===== config.mk =====
export PLATFORM = sky130hd
export DESIGN_NAME = anton_neopixel_stream_receiver
export DESIGN_NICKNAME = d
export VERILOG_FILES = /design/src/rtl/anton_neopixel_stream_receiver_pkg.sv /design/src/rtl/anton_neopixel_pulse_meter.sv /design/src/rtl/anton_neopixel_stream_receiver.sv
export SDC_FILE = /design/constraint.sdc
export NUM_CORES = 1
export LEC_CHECK = 0
export ABC_AREA = 1
export BUFFER_PORTS_ARGS = -buffer_cell sky130_fd_sc_hd__buf_2
export CAP_MARGIN = 20
export CORE_ASPECT_RATIO = 0.9
export CORE_MARGIN = 2
export CORE_UTILIZATION = 60
export DETAILED_ROUTE_END_ITERATION = 8
export GPL_TIMING_DRIVEN = 0
export MAX_ROUTING_LAYER = met4
export PLACE_DENSITY = 0.81
export RECOVER_POWER = 25
export SYNTH_ARGS = -nofsm -noshare
export SYNTH_HDL_FRONTEND = slang
export SYNTH_HIERARCHICAL = 1
export SYNTH_SLANG_ARGS = --single-unit

===== constraint.sdc =====
create_clock -name clk6_4mhz -period 5.4 [get_ports clk6_4mhz]
set_clock_uncertainty 0.2 [all_clocks]
set_input_delay 1.08 -clock clk6_4mhz [delete_from_list [all_inputs] [get_ports clk6_4mhz]]
set_output_delay 1.08 -clock clk6_4mhz [all_outputs]
set_load 0.03 [all_outputs]

===== src/rtl/anton_neopixel_stream_receiver_pkg.sv =====
// anton_neopixel_stream_receiver_pkg: receiver state encoding and parameter defaults
package anton_neopixel_stream_receiver_pkg;
    localparam int BUFFER_END_DEFAULT = 63;
    localparam int RESET_DELAY_DEFAULT = 320;
    localparam int RX_ONE_THRESHOLD_DEFAULT = 4;
    localparam int RX_MAX_HIGH_DEFAULT = 7;
    typedef enum logic [1:0] {
        RX_WAIT_GAP = 2'd0,
        RX_IDLE     = 2'd1,
        RX_RECEIVE  = 2'd2,
        RX_FORWARD  = 2'd3
    } rxState_t;
endpackage


===== src/rtl/anton_neopixel_pulse_meter.sv =====
// anton_neopixel_pulse_meter: synchronises the line and measures high pulse widths and low gaps
module anton_neopixel_pulse_meter
    import anton_neopixel_stream_receiver_pkg::*;
#(
    parameter int RESET_DELAY = RESET_DELAY_DEFAULT,
    parameter int ONE_THRESHOLD = RX_ONE_THRESHOLD_DEFAULT,
    parameter int MAX_HIGH = RX_MAX_HIGH_DEFAULT
) (
    input  logic clk6_4mhz,
    input  logic reset,
    input  logic streamIn,
    output logic lineSync,
    output logic lineRise,
    output logic bitStrobe,
    output logic bitValue,
    output logic bitError,
    output logic gapReached
);
    logic syncMeta, lineDly;
    logic [3:0] highCount;
    logic [11:0] lowCount;
    always_ff @(posedge clk6_4mhz or posedge reset) begin
        if (reset) begin
            syncMeta <= 1'b0;
            lineSync <= 1'b0;
            lineDly <= 1'b0;
            highCount <= '0;
            lowCount <= '0;
        end else begin
            syncMeta <= streamIn;
            lineSync <= syncMeta;
            lineDly <= lineSync;
            if (lineRise) highCount <= 4'd1;
            else if (lineSync && highCount != 4'hf) highCount <= highCount + 4'd1;
            if (lineSync) lowCount <= '0;
            else if (!gapReached) lowCount <= lowCount + 12'd1;
        end
    end
    assign lineRise = lineSync & ~lineDly;
    // highCount still holds the finished pulse width on the falling-edge cycle
    assign bitStrobe = ~lineSync & lineDly;
    assign bitValue = highCount >= 4'(ONE_THRESHOLD);
    assign bitError = highCount > 4'(MAX_HIGH);
    assign gapReached = lowCount == 12'(RESET_DELAY);
endmodule


===== src/rtl/anton_neopixel_stream_receiver.sv =====
// anton_neopixel_stream_receiver: decodes a WS2812 line into 24-bit pixels with frame and error flags
module anton_neopixel_stream_receiver
    import anton_neopixel_stream_receiver_pkg::*;
#(
    parameter int BUFFER_END = BUFFER_END_DEFAULT,
    parameter int RESET_DELAY = RESET_DELAY_DEFAULT,
    parameter int ONE_THRESHOLD = RX_ONE_THRESHOLD_DEFAULT,
    parameter int MAX_HIGH = RX_MAX_HIGH_DEFAULT,
    localparam int BUFFER_BITS = $clog2(BUFFER_END + 1)
) (
    input  logic clk6_4mhz,
    input  logic reset,
    input  logic regCtrlRun,
    input  logic regCtrlForward,
    input  logic streamIn,
    output logic streamForward,
    output logic [23:0] pixelData,
    output logic pixelValid,
    output logic [BUFFER_BITS-1:0] pixelIndex,
    output logic [BUFFER_BITS:0] pixelCount,
    output logic frameDone,
    output logic errHigh,
    output logic errPartial,
    output logic errOverflow
);
    localparam logic [BUFFER_BITS:0] LAST_INDEX = (BUFFER_BITS + 1)'(BUFFER_END);
    localparam logic [BUFFER_BITS:0] ONE_PIXEL = (BUFFER_BITS + 1)'(1);
    rxState_t state, nextState;
    logic lineSync, lineRise, bitStrobe, bitValue, bitError, gapReached;
    logic [23:0] shiftReg;
    logic [4:0] bitCount;
    logic pixelPending, frameEnd;
    logic [BUFFER_BITS:0] frameCount;
    anton_neopixel_pulse_meter #(
        .RESET_DELAY(RESET_DELAY),
        .ONE_THRESHOLD(ONE_THRESHOLD),
        .MAX_HIGH(MAX_HIGH)
    ) meter (
        .clk6_4mhz(clk6_4mhz),
        .reset(reset),
        .streamIn(streamIn),
        .lineSync(lineSync),
        .lineRise(lineRise),
        .bitStrobe(bitStrobe),
        .bitValue(bitValue),
        .bitError(bitError),
        .gapReached(gapReached)
    );
    assign frameEnd = regCtrlRun && (state == RX_RECEIVE || state == RX_FORWARD) && gapReached;
    always_comb begin
        nextState = state;
        if (!regCtrlRun) nextState = RX_WAIT_GAP;
        else if (state == RX_WAIT_GAP) nextState = gapReached ? RX_IDLE : state;
        else if (state == RX_IDLE) nextState = lineRise ? RX_RECEIVE : state;
        else if (gapReached) nextState = RX_IDLE;
        else if (state == RX_RECEIVE && pixelPending && regCtrlForward) nextState = RX_FORWARD;
    end
    always_ff @(posedge clk6_4mhz or posedge reset) begin
        if (reset) begin
            state <= RX_WAIT_GAP;
            shiftReg <= '0;
            bitCount <= '0;
            pixelPending <= 1'b0;
            frameCount <= '0;
            pixelData <= '0;
            pixelValid <= 1'b0;
            pixelIndex <= '0;
            pixelCount <= '0;
            frameDone <= 1'b0;
            errHigh <= 1'b0;
            errPartial <= 1'b0;
            errOverflow <= 1'b0;
            streamForward <= 1'b0;
        end else begin
            state <= nextState;
            pixelValid <= 1'b0;
            frameDone <= 1'b0;
            errHigh <= 1'b0;
            errPartial <= 1'b0;
            errOverflow <= 1'b0;
            pixelPending <= 1'b0;
            streamForward <= regCtrlRun && state == RX_FORWARD && !gapReached && lineSync;
            // a completed pixel is committed the cycle after its 24th bit, whatever the state
            if (pixelPending) begin
                if (frameCount > LAST_INDEX) errOverflow <= 1'b1;
                else begin
                    pixelData <= shiftReg;
                    pixelIndex <= frameCount[BUFFER_BITS-1:0];
                    pixelValid <= 1'b1;
                    frameCount <= frameCount + ONE_PIXEL;
                end
            end
            if (!regCtrlRun) bitCount <= '0;
            else if (state == RX_IDLE && lineRise) begin
                frameCount <= '0;
                pixelIndex <= '0;
            end else if (frameEnd) begin
                frameDone <= 1'b1;
                pixelCount <= frameCount;
                errPartial <= bitCount != 5'd0;
                bitCount <= '0;
            end else if (state == RX_RECEIVE && bitStrobe) begin
                if (bitError) errHigh <= 1'b1;
                else begin
                    shiftReg <= {shiftReg[22:0], bitValue};
                    bitCount <= bitCount == 5'd23 ? 5'd0 : bitCount + 5'd1;
                    pixelPending <= bitCount == 5'd23;
                end
            end
        end
    end
endmodule


Word-level counts from Yosys, hierarchy flattened. Index checks and enable logic that the tools add are counted.

Memories: 0. Register bits after elaboration: 101. ROM bits: 0. Input bits: 5. Memory bits (writable): 0. Word-level logic and storage cells: 112. Bits in latches: 0. Output and inout port bits: 43.

Eq/ne operators: 13. Reductions and logical operators: 20. Div/mod/pow operators: 0. Multiply operators: 0. $lt $le $gt $ge: 3. Shift-type cells: 0. Add/subtract/negate cells: 4. Bitwise logic cells: 8. Mux-type cells: 45.

Operators with widths (count): 5-bit 2-to-1 mux (6); 7-bit 2-to-1 mux (4); 12-bit 2-to-1 mux (2); 6-bit 2-to-1 mux (4); 1-bit 2-to-1 mux (20); 2-bit 2-to-1 mux (7); 12-bit by 1-bit adder with 12-bit output (second input constant) (1); 12-bit by 9-bit == test with 1-bit output (second input constant) (1); 1-bit logical AND (10); 3-bit AND reduction (3); 4-bit 2-to-1 mux (2); 4-bit != test (second input constant) (2); 7-bit by 1-bit adder with 7-bit output (second input constant) (1); 7-bit by 6-bit greater-than comparator with 1-bit output (second input constant) (1); 1-bit inverter (6); 5-bit by 1-bit adder with 5-bit output (second input constant) (1); 5-bit == test (second input constant) (1); 5-bit AND reduction (1); 5-bit nonzero test (1); 4-bit by 1-bit adder with 4-bit output (second input constant) (1); 2-bit == test (second input constant) (2); 4-bit by 3-bit >= comparator with 1-bit output (second input constant) (1); 4-bit by 3-bit greater-than comparator with 1-bit output (second input constant) (1); 4-bit by 1-bit != test with 1-bit output (second input constant) (1); 12 further kinds (13).

Longest topological paths before layout. Gate-level depths: netlist (run 1).

Word-level depth: 8. Depth in mapped cells: 11. Gate-level depth less buffers: 11.

Cells and area by module. The synthesis (run 1) kept the hierarchy.

By module, submodules not included: anton_neopixel_stream_receiver (area each 3460.8 um^2, instances 1, sequential area each 2052.0 um^2, cells each 365); anton_neopixel_pulse_meter (area each 1044.8 um^2, instances 1, sequential area each 475.5 um^2, cells each 138).

Worst setup path before layout (run 1). No wires, ideal clock.

Path type: register -> register. Start point: register meter.lowCount[0]. End point: register shiftReg[0]. Data required time: 5.080 ns. Slack: 3.275 ns. Stages on the path, launching flop included: 12. Path buffers: 2. Data arrival time: 1.805 ns. Setup time: 0.120 ns. Clock period less this slack: 2.125 ns. Cells stage by stage: dfrtp_1 inv_2 ha_1 nand3_1 nor4_1 nand2_1 nand2_2 nor2_2 nand2_2 buf_6 buf_6 a21oi_2.

Word-level cells in the longest chain between the ends: 4.

Ends and longest elaborated chain: start: declaration (RTL line anton_neopixel_pulse_meter.sv:21) `logic [11:0] lowCount;`; start signal: assignment (RTL line anton_neopixel_pulse_meter.sv:36) `else if (!gapReached) lowCount <= lowCount + 12'd1;`; 12-bit by 9-bit == test with 1-bit output (RTL line anton_neopixel_pulse_meter.sv:44) `assign gapReached = lowCount == 12'(RESET_DELAY);`; via gapReached (RTL line anton_neopixel_stream_receiver.sv:29) `logic lineSync, lineRise, bitStrobe, bitValue, bitError, gapReached;`; 1-bit logical AND (RTL line anton_neopixel_stream_receiver.sv:49) `assign frameEnd = regCtrlRun && (state == RX_RECEIVE || state == RX_FORWARD) && gapReached;`; 1-bit inverter (no line); 5-bit AND reduction (no line); end signal: assignment (RTL line anton_neopixel_stream_receiver.sv:105) `shiftReg <= {shiftReg[22:0], bitValue};`; end: declaration (RTL line anton_neopixel_stream_receiver.sv:30) `logic [23:0] shiftReg;`.

The timed path passes the listed nets, and every way through them passes these cells. A chain may end at the register's enable or synchronous reset.

Worst setup path after layout (run 1).
Start point: register meter.lowCount[0]. End point: register pixelPending.

Word-level cells in the longest chain between the ends: 5.

Ends and longest elaborated chain: 12-bit by 9-bit == test with 1-bit output (RTL line anton_neopixel_pulse_meter.sv:44); via gapReached (RTL line anton_neopixel_stream_receiver.sv:29); 1-bit logical AND (RTL line anton_neopixel_stream_receiver.sv:49); 1-bit 2-to-1 mux (RTL line anton_neopixel_stream_receiver.sv:97) `end else if (frameEnd) begin`; 1-bit 2-to-1 mux (RTL line anton_neopixel_stream_receiver.sv:94) `else if (state == RX_IDLE && lineRise) begin`; 1-bit 2-to-1 mux (RTL line anton_neopixel_stream_receiver.sv:93) `if (!regCtrlRun) bitCount <= '0;`; end signal: assignment (RTL line anton_neopixel_stream_receiver.sv:63) `pixelPending <= 1'b0;`; end signal: assignment (RTL line anton_neopixel_stream_receiver.sv:81) `pixelPending <= 1'b0;`; end signal: assignment (RTL line anton_neopixel_stream_receiver.sv:107) `pixelPending <= bitCount == 5'd23;`; end: declaration (RTL line anton_neopixel_stream_receiver.sv:32) `logic pixelPending, frameEnd;`.

The timed path passes the listed nets, and every way through them passes these cells.

==> results of run 1 <==
## stage by stage
| step | area, sq um | power, uW | util, % |
|---|---|---|---|
| floorplan | 4510 | 1190 | - |
| global placement | 4860 | 1260 | 68.0 |
| detailed placement | 4890 | 1280 | 68.4 |
| CTS | 5080 | 1740 | 71.0 |
| global route | 5060 | 1820 | 70.7 |
| finish | 5060 | 1730 | 70.7 |
## synthesized netlist by cell type, drive strengths merged
cell type / number
nand3: 34
o21ai: 50
dfrtp: 101
nor2: 65
nand4: 7
nor4: 1
clkbuf: 1
a21oi: 29
xor2: 1
ha: 6
or2: 1
a31oi: 2
nor4b: 1
buf: 12
nor3: 3
inv: 63
nand2: 126
## cell families (layout without fill, tap and decap cells)
family                   Yosys count  count (layout)  synth area share (%)
XOR/XNOR                           1               1                 0.194
flip-flops                       101             101                  56.1
AO/OA/AOI/OAI                     81              81                  10.1
AND/OR/NAND/NOR                  238             238                  24.1
adder cells (fa/ha/maj)            6               6                  1.67
buffers and inverters             76             140                  7.83
## registers in the layout (all words and copies together) (netlist names), 2 cells and up
register,count
pixelData,24
state,2
meter/highCount,4
frameCount,7
shiftReg,24
pixelIndex,6
bitCount,5
meter/lowCount,12
pixelCount,7
## power breakdown
group / internal [uW] / switching (uW) / leakage, uW
Clock: 189 / 268 / 0.0000971
Combinational: 106 / 198 / 0.00130
Sequential: 880 / 87.4 / 0.00132
Total: 1180 / 553 / 0.00272
## final timing paths
| path | start | to | slack, ps | depth (start not counted) |
|---|---|---|---|---|
| worst max-delay path | meter/lowCount[0] | pixelPending | 2940 | 11 |
| worst max register to register | meter/lowCount[0] | pixelPending | 2940 | 11 |
| max in group asynchronous | reset | frameDone | 3480 | 3 |
| worst min-delay path | meter/syncMeta | meter/lineSync | 160 | 0 |
| worst min register to register | meter/syncMeta | meter/lineSync | 160 | 0 |
| min in group asynchronous | reset | meter/highCount[1] | 620 | 2 |
## routing by layer
metal	part of all wire (%)	global-route usage, %
met1	45	32.3
met2	49	40.0
met3	4.7	4.35
met4	1.4	7.51
met5	0	-
## cells in the final DEF (no fill, tap or decap), types with 4 or more instances in the layout
cell / netlist / layout
a21oi_1: 18 / 18
a21oi_2: 11 / 11
buf_2: 5 / 51
buf_6: 4 / 4
clkbuf_8: 0 / 10
dfrtp_1: 101 / 101
ha_1: 6 / 6
inv_1: 59 / 58
nand2_1: 117 / 117
nand2_2: 7 / 7
nand3_1: 31 / 31
nand4_1: 7 / 7
nor2_1: 56 / 58
o21ai_0: 35 / 36
o21ai_1: 13 / 13
## cell type report
type | count | area [sq um] | share of cell area [%]
sequential | 101 | 2530 | 50.0
tap | 93 | 116 | 2.30
clock buffer | 10 | 138 | 2.72
clock inverter | 6 | 52.6 | 1.04
timing repair buffer | 48 | 262 | 5.17
multi-input combinational | 326 | 1610 | 31.8
inverter | 63 | 243 | 4.80
buffer | 13 | 111 | 2.20
==> impl_metrics.json, run 1 <==
{
  "drv_cap": 0,
  "die_x_microns": 95.3,
  "arrival_ps": 2510,
  "gp_congestion": 0.878,
  "pre_cts_slack_ps": 2950,
  "grt_max_degree": 59,
  "htree_levels": 3,
  "crit_type": "register to register",
  "postCtsSetupBuffers": 0,
  "postRouteAntennaNets": 0,
  "first_pass_iters": 4,
  "fin_setup_tns_ps": 0,
  "maxSlewViolCount": 0,
  "cts_root_buf": "clkbuf_8",
  "drt_iter0_markers": 272,
  "crit_path_top_delay_cell": "nor4_1",
  "ys_seq_area_share_pct": 56.1,
  "grt_pass1_wl_mm": 15.4,
  "path_cells": "inv_2, ha_1, nand3_1, nor4_1, nand2_1, nand2_2, nor2_2, nand2_2, buf_6, buf_6, nor2_1",
  "die-area_sq_mm": 0.00822,
  "dp_hpwl_mm": 6.32,
  "ys_warn_count": 6,
  "antenna_found_initial": 0,
  "core-area_sq_mm": 0.00715,
  "design.portCount": 48,
  "clockBufferDepth": 2,
  "avgSynthCellArea_sq_um": 8.96,
  "critical-path-top-delay-family": "simple AND/OR/NAND/NOR gates",
  "cts-buffers-inserted": 9,
  "period_share_pct": 45.5,
  "outcome": "completed",
  "setup_violations": 0,
  "min_path_type": "register to register",
  "crit_fanout": 10,
  "hold_ws_ps": 159,
  "drt-total-wl_mm": 9.00,
  "die_h_microns": 86.2,
  "place_inst": 644,
  "fmax_mhz": 407,
  "crit_path_max_incr_delay_ps": 490,
  "synthesis.instances": 503,
  "drive_gt1_share_pct": 19.8,
  "path_clk_slew_ps": 90,
  "rsz0062_at_grt": "no",
  "synth_cell_type_count": 32,
  "power.density_mw_per_mm2": 342,
  "cts_resized": 0,
  "cts_tree": "built",
  "drcViolationCount": 0,
  "synth_seq_cells": 101,
  "via_count": 3494,
  "n_antenna_cell": 0,
  "hold_buffers": 0,
  "setup_slack_ps": 2940,
  "insertion_delay_ps": 370,
  "irDropWorstVdd_uv": 219,
  "cp-end-kind": "register",
  "initial_core_util_pct": 63.0,
  "areaGrowthSynthToFinish_pct": 12.2,
  "finalHoldViolations": 0,
  "cp.required_ps": 5450,
  "wire_per_inst_microns": 13.6,
  "n_fill_cell": 567,
  "overflow": 0,
  "nets": 573,
  "cp-start-kind": "register",
  "worstMarginPinSlew_ps": 1210,
  "synth.cell_area_sq_mm": 0.00451,
  "cp_num_buf_inv": 3,
  "viasPerCell": 5.29,
  "final_cells": 660,
  "synth_top_area_share_pct": 56.1,
  "synth_nets": 514,
  "leakagePower_uw": 0.00272,
  "synthTopCellsByArea": "dfrtp_1, nand2_1, inv_1",
  "cts_sinks": 101,
  "finalCriticalPeriod_ps": 2460,
  "io_buffers": 47,
  "rows": 29,
  "grt.total_usage_pct": 24.7,
  "yosysTopAreaCell": "dfrtp_1",
  "slew_headroom_pct": 18.7,
  "grt_pass1_vias": 3488
}
Power figures use the tool's default switching activity.
==> run 2, diff against run 1 <==
--- a/config.mk
+++ b/config.mk
@@ -5,16 +5,16 @@
 export SDC_FILE = /design/constraint.sdc
 export NUM_CORES = 1
 export LEC_CHECK = 0
-export ABC_AREA = 1
+export ABC_AREA = 0
 export BUFFER_PORTS_ARGS = -buffer_cell sky130_fd_sc_hd__buf_2
 export CAP_MARGIN = 20
 export CORE_ASPECT_RATIO = 0.9
 export CORE_MARGIN = 2
-export CORE_UTILIZATION = 60
+export CORE_UTILIZATION = 52
 export DETAILED_ROUTE_END_ITERATION = 8
 export GPL_TIMING_DRIVEN = 0
 export MAX_ROUTING_LAYER = met4
-export PLACE_DENSITY = 0.81
+export PLACE_DENSITY = 0.75
 export RECOVER_POWER = 25
 export SYNTH_ARGS = -nofsm -noshare
 export SYNTH_HDL_FRONTEND = slang
==> constraint.sdc (replaced) <==
create_clock -name clk6_4mhz -period 2.12 [get_ports clk6_4mhz]
set_clock_uncertainty 0.2 [all_clocks]
set_input_delay 0.424 -clock clk6_4mhz [delete_from_list [all_inputs] [get_ports clk6_4mhz]]
set_output_delay 0.424 -clock clk6_4mhz [all_outputs]
set_load 0.03 [all_outputs]
==> impl_metrics.json, run 2 <==
{
  "ys_seq_area_share_pct": 57.4,
  "cp.required_ps": 2180,
  "grt_pass1_vias": 2835,
  "postRouteAntennaNets": 0,
  "antenna_found_initial": 0,
  "drt_iter0_markers": 159,
  "gp_congestion": 0.834,
  "synthesis.instances": 344,
  "finalCriticalPeriod_ps": 2060,
  "layout_commonest_cell": "dfrtp_1",
  "die_x_microns": 101,
  "async_reset_ff_share_pct": 100,
  "grt_max_degree": 43,
  "ys_warn_count": 6,
  "die-area_sq_mm": 0.00923,
  "synth_seq_cells": 101,
  "synth_common_cells": "dfrtp_1, mux2_2, nand2_1",
  "maxSlewViolCount": 0,
  "final_cell_mix": "dfrtp_1, buf_2, mux2_2",
  "synth_edf_count": 0,
  "core-area_sq_mm": 0.00815,
  "drive_gt1_share_pct": 38.4,
  "areaGrowthSynthToFinish_pct": 17.1,
  "synthTopCellsByArea": "dfrtp_1, mux2_2, mux2_4",
  "slew_headroom_pct": 39.2,
  "design.portCount": 48,
  "cts_sinks": 101,
  "synth_nets": 355,
  "yosys.area_share.adder_pct": 1.70,
  "dpl-instance-area_sq_mm": 0.00479,
  "crit_type": "register to register",
  "synthSimpleGateAreaFrac_pct": 11.9,
  "io_buffers": 46,
  "leakagePower_uw": 0.00263,
  "finalHoldViolations": 19,
  "overflow": 0,
  "via_count": 2827,
  "crit_fanout": 10,
  "r2r-start": "frameCount[1]",
  "fin_setup_tns_ps": 0,
  "dp_hpwl_mm": 5.20,
  "drcViolationCount": 0,
  "arrival_ps": 2120,
  "nets": 425,
  "r2r-end": "pixelData[20]",
  "cts-buffers-inserted": 9,
  "irDropWorstVdd_uv": 408,
  "period_share_pct": 97.2,
  "grt_pass1_wl_mm": 13.3,
  "synth_compound_area_share_pct": 7.50,
  "synthMuxAreaShare_pct": 17.3,
  "n_antenna_cell": 0,
  "grt.total_usage_pct": 18.7,
  "htree_levels": 3,
  "reg.largest.list": "pixelData: 24 flops, shiftReg: 24 flops, meter/lowCount: 12 flops",
  "synth_ff_type": "dfrtp_1",
  "clockBufferDepth": 2,
  "rows": 31,
  "fmax_mhz": 485,
  "viasPerCell": 5.46,
  "drv_cap": 0,
  "die_h_microns": 91.3,
  "setup_violations": 0,
  "route.met2.wl_mm": 3.70,
  "place_inst": 490,
  "drt-total-wl_mm": 7.73,
  "violations": "negative hold slack",
  "synth_cell_type_count": 53,
  "synth_xor_area_share_pct": 0.596,
  "rsz0062_at_grt": "yes",
  "design_area_sq_mm": 0.00516,
  "wire_per_inst_microns": 14.9,
  "synth.cell_area_sq_mm": 0.00441,
  "n_fill_cell": 624,
  "initial_core_util_pct": 54.1,
  "worstMarginPinSlew_ps": 910,
  "insertion_delay_ps": 370,
  "hold_ws_ps": -6.97,
  "r2r_slack_ps": 60,
  "pre_cts_slack_ps": -422,
  "cp-start-kind": "register",
  "power.density_mw_per_mm2": 627,
  "cp-end-kind": "register",
  "min_path_type": "input port to asynchronous set/reset pin",
  "cts_tree": "built",
  "path_clk_slew_ps": 100,
  "first_pass_iters": 4,
  "avgSynthCellArea_sq_um": 12.8,
  "yosysTopAreaCell": "dfrtp_1",
  "wl_met3_microns": 296,
  "synth_top_area_share_pct": 57.4,
  "cts_root_buf": "clkbuf_8",
  "synth_most_common_cell": "dfrtp_1",
  "rr_worst_depth": 7,
  "m1WireLength_mm": 3.63,
  "final_cells": 518,
  "synth_top_family_by_area": "multiplexers",
  "highest_layer": "met4",
  "outcome": "complete, but fails checks",
  "setup_slack_ps": 60.1
}
run 2: changes by cell type after synthesis, sizes merged, moves of 5 or more:
| cell | change |
|---|---|
| a21oi | -6 |
| mux2 | +57 |
| or3 | +6 |
| or4 | +5 |
| nor2b | +5 |
| nand2 | -101 |
| inv | -50 |
| nand3 | -25 |
| nor2 | -53 |
| o21ai | -41 |
run 2: metrics by stage:
step / power (uW) / util [%] / hold slack, ps
CTS: 3280 / 62.0 / 9.90
global route: 3400 / 63.3 / 51.9
floorplan: 2080 / - / 131
finish: 3240 / 63.3 / -6.97
detailed placement: 2120 / 58.8 / 141
global placement: 2110 / 58.5 / 134
run 2: cells by family after synthesis:
group / Yosys count
buffers and inverters: 28
flip-flops: 101
adder cells (fa/ha/maj): 6
multiplexers: 61
AO/OA/AOI/OAI: 53
AND/OR/NAND/NOR: 92
XOR/XNOR: 3
run 2: timing repair:
item                                    in CTS  in global routing
hold endpoints to repair                     1                  0
gates cloned                                 0                  1
gates resized for setup                     12                  8
endpoints found under the setup margin      57                 41
pin swaps                                    0                  1
hold buffers                                 1                  0
buffers inserted                             5                  6
run 2: area by class of cell:
cell class / count / area [sq um] / area share (%)
Clock buffer: 9 / 124 / 2.40
Sequential cell: 101 / 2530 / 49.1
Buffer: 14 / 139 / 2.69
Timing Repair Buffer: 60 / 370 / 7.18
Tap cell: 99 / 124 / 2.40
Clock inverter: 7 / 61.3 / 1.19
Inverter: 13 / 52.6 / 1.02
Multi-Input combinational cell: 215 / 1760 / 34.1
run 2: report_power, final:
part | switching (uW) | internal, uW | total, uW
Clock | 701 | 454 | 1160
Combinational | 75.0 | 38.0 | 113
Sequential | 23.6 | 1940 | 1970
run 2: critical path, stage by stage (launching register included):
cell and delay, ps:
dfrtp_2 440, ha_4 180, and4b_1 250, buf_6 120, a21o_1 130, buf_6 160, buf_12 160, mux2_4 300
run 2: per-layer routing:
layer,GRT usage (%),vias up
met5,-,-
met4,7.21,0
met3,5.00,8
met2,27.9,50
met1,24.7,1403
li1,-,1366
run 2: how the worst max path moves through the flow:
stage,from,endpoint,slack (ps),depth (start not counted)
4_1_cts,meter/lowCount[7],shiftReg[13],10,6
3_5_place_dp,meter/lineSync,shiftReg[13],-420,7
2_1_floorplan,meter/lineSync,shiftReg[10],-30,7
5_1_grt,meter/lowCount[10],shiftReg[6],-10,6
6_report,frameCount[1],pixelData[20],60,7
3_3_place_gp,meter/lineSync,shiftReg[10],-340,7
==> run 3, diff against run 2 <==
--- a/config.mk
+++ b/config.mk
@@ -15,7 +15,6 @@
 export GPL_TIMING_DRIVEN = 0
 export MAX_ROUTING_LAYER = met4
 export PLACE_DENSITY = 0.75
-export RECOVER_POWER = 25
 export SYNTH_ARGS = -nofsm -noshare
 export SYNTH_HDL_FRONTEND = slang
 export SYNTH_HIERARCHICAL = 1
==> impl_metrics.json, run 3 (same netlist as run 2, synthesis figures left out) <==
{
  "cp.required_ps": 2180,
  "r2r-end": "pixelData[20]",
  "r2r-start": "frameCount[1]",
  "dp_hpwl_mm": 5.20,
  "nets": 425,
  "areaGrowthSynthToFinish_pct": 17.1,
  "dpl-instance-area_sq_mm": 0.00479,
  "clockBufferDepth": 2,
  "outcome": "complete, but fails checks",
  "wire_per_inst_microns": 14.9,
  "final_core_util_pct": 63.3,
  "cts_sinks": 101,
  "grt_max_degree": 43,
  "antenna_found_initial": 0,
  "highest_layer": "met4",
  "grt.total_usage_pct": 18.7,
  "drt_iter0_markers": 159,
  "initial_core_util_pct": 54.1,
  "wl_met3_microns": 296,
  "min_path_type": "input port to asynchronous set/reset pin",
  "power.density_mw_per_mm2": 627,
  "setup_violations": 0,
  "finalHoldViolations": 19,
  "worstMarginPinSlew_ps": 911,
  "drcViolationCount": 0,
  "insertion_delay_ps": 370,
  "crit_path_top_delay_cell": "dfrtp_2",
  "die_h_microns": 91.3,
  "cts_tree": "built",
  "htree_levels": 3,
  "drt-total-wl_mm": 7.73,
  "fmax_mhz": 485,
  "finalCriticalPeriod_ps": 2060,
  "m1WireLength_mm": 3.63,
  "first_pass_iters": 4,
  "overflow": 0,
  "drv_cap": 0,
  "cp_common_cell": "buf_6",
  "irDropWorstVdd_uv": 408,
  "gp_congestion": 0.834,
  "n_antenna_cell": 0,
  "cts_root_buf": "clkbuf_8",
  "rr_worst_depth": 7,
  "design_area_sq_mm": 0.00516,
  "via_count": 2826,
  "path_cells": "ha_4, and4b_1, buf_6, a21o_1, buf_6, buf_12, mux2_4",
  "r2r_slack_ps": 60,
  "period_share_pct": 97.2,
  "io_buffers": 46,
  "die-area_sq_mm": 0.00923,
  "viasPerCell": 5.46,
  "cp-end-kind": "register",
  "postRouteAntennaNets": 0,
  "design.portCount": 48,
  "hold_ws_ps": -6.35,
  "crit_type": "register to register",
  "cts-buffers-inserted": 9,
  "path_clk_slew_ps": 100,
  "final_cell_mix": "dfrtp_1, buf_2, mux2_2",
  "core-area_sq_mm": 0.00815,
  "violations": "negative hold slack",
  "drive_gt1_share_pct": 38.7,
  "layout_commonest_cell": "dfrtp_1",
  "grt_pass1_vias": 2835,
  "die_x_microns": 101,
  "route.met2.wl_mm": 3.70,
  "setup_slack_ps": 60.1,
  "arrival_ps": 2120,
  "reg.largest.list": "pixelData: 24 flops, shiftReg: 24 flops, meter/lowCount: 12 flops",
  "pre_cts_slack_ps": -422,
  "slew_headroom_pct": 39.1,
  "leakagePower_uw": 0.00263,
  "crit_fanout": 10,
  "crit_path_max_incr_delay_ps": 440,
  "rsz0062_at_grt": "yes",
  "rows": 31,
  "cp-start-kind": "register",
  "grt_pass1_wl_mm": 13.3,
  "maxSlewViolCount": 0
}
## run 3: routing by layer
layer	GRT usage (%)	up-vias
met1	24.7	1402
met5	-	-
met4	7.21	0
met2	27.9	50
li1	-	1366
met3	5.00	8
## run 3: how the worst max path moves through the flow
stage / startpoint / endpoint / cells past startpoint
after floorplan: meter/lineSync / shiftReg[10] / 7
after global placement: meter/lineSync / shiftReg[10] / 7
after detailed placement: meter/lineSync / shiftReg[13] / 7
after global routing: meter/lowCount[10] / shiftReg[6] / 6
final: frameCount[1] / pixelData[20] / 7
after CTS: meter/lowCount[7] / shiftReg[13] / 6
## run 3: where the power goes
group | internal [uW] | switching [uW]
Combinational | 38.3 | 75.0
Clock | 454 | 701
Sequential | 1940 | 23.6
Total | 2440 | 800
## run 3: worst max-delay path, delay by kind of cell (launching register included)
kind	cells	cell delay (ps)
buf+inv	3	440
flops	1	440
mux	1	300
simple gates	1	250
fa+ha+maj	1	180
compound gates	1	130
## run 3: what timing repair did
item / CTS / global route
gates cloned: 0 / 1
hold buffers: 1 / 0
endpoints found under the setup margin: 57 / 41
hold endpoints to repair: 1 / 0
pin swaps: 0 / 1
resized for setup: 12 / 8
setup buffers: 5 / 6
## run 3: per-stage QoR
stage	cells	TNS (ps)	power (uW)	hold slack, ps
finish	518	0	3240	-6.35
global route	518	-92.2	3400	43.6
CTS	511	0	3280	9.90
detailed placement	490	-11470	2120	141
global placement	489	-8950	2110	134
floorplan	344	-588	2080	131
## run 3: cell type report
| type | instances | area (sq um) |
|---|---|---|
| flip-flops and latches | 101 | 2530 |
| clock buffers | 9 | 124 |
| fillers | 623 | 2990 |
| repair buffers | 60 | 372 |
| well taps | 99 | 124 |
| inverters | 13 | 52.6 |
| clock inverters | 7 | 61.3 |
| multi-input cells | 215 | 1760 |
| plain buffers | 14 | 139 |
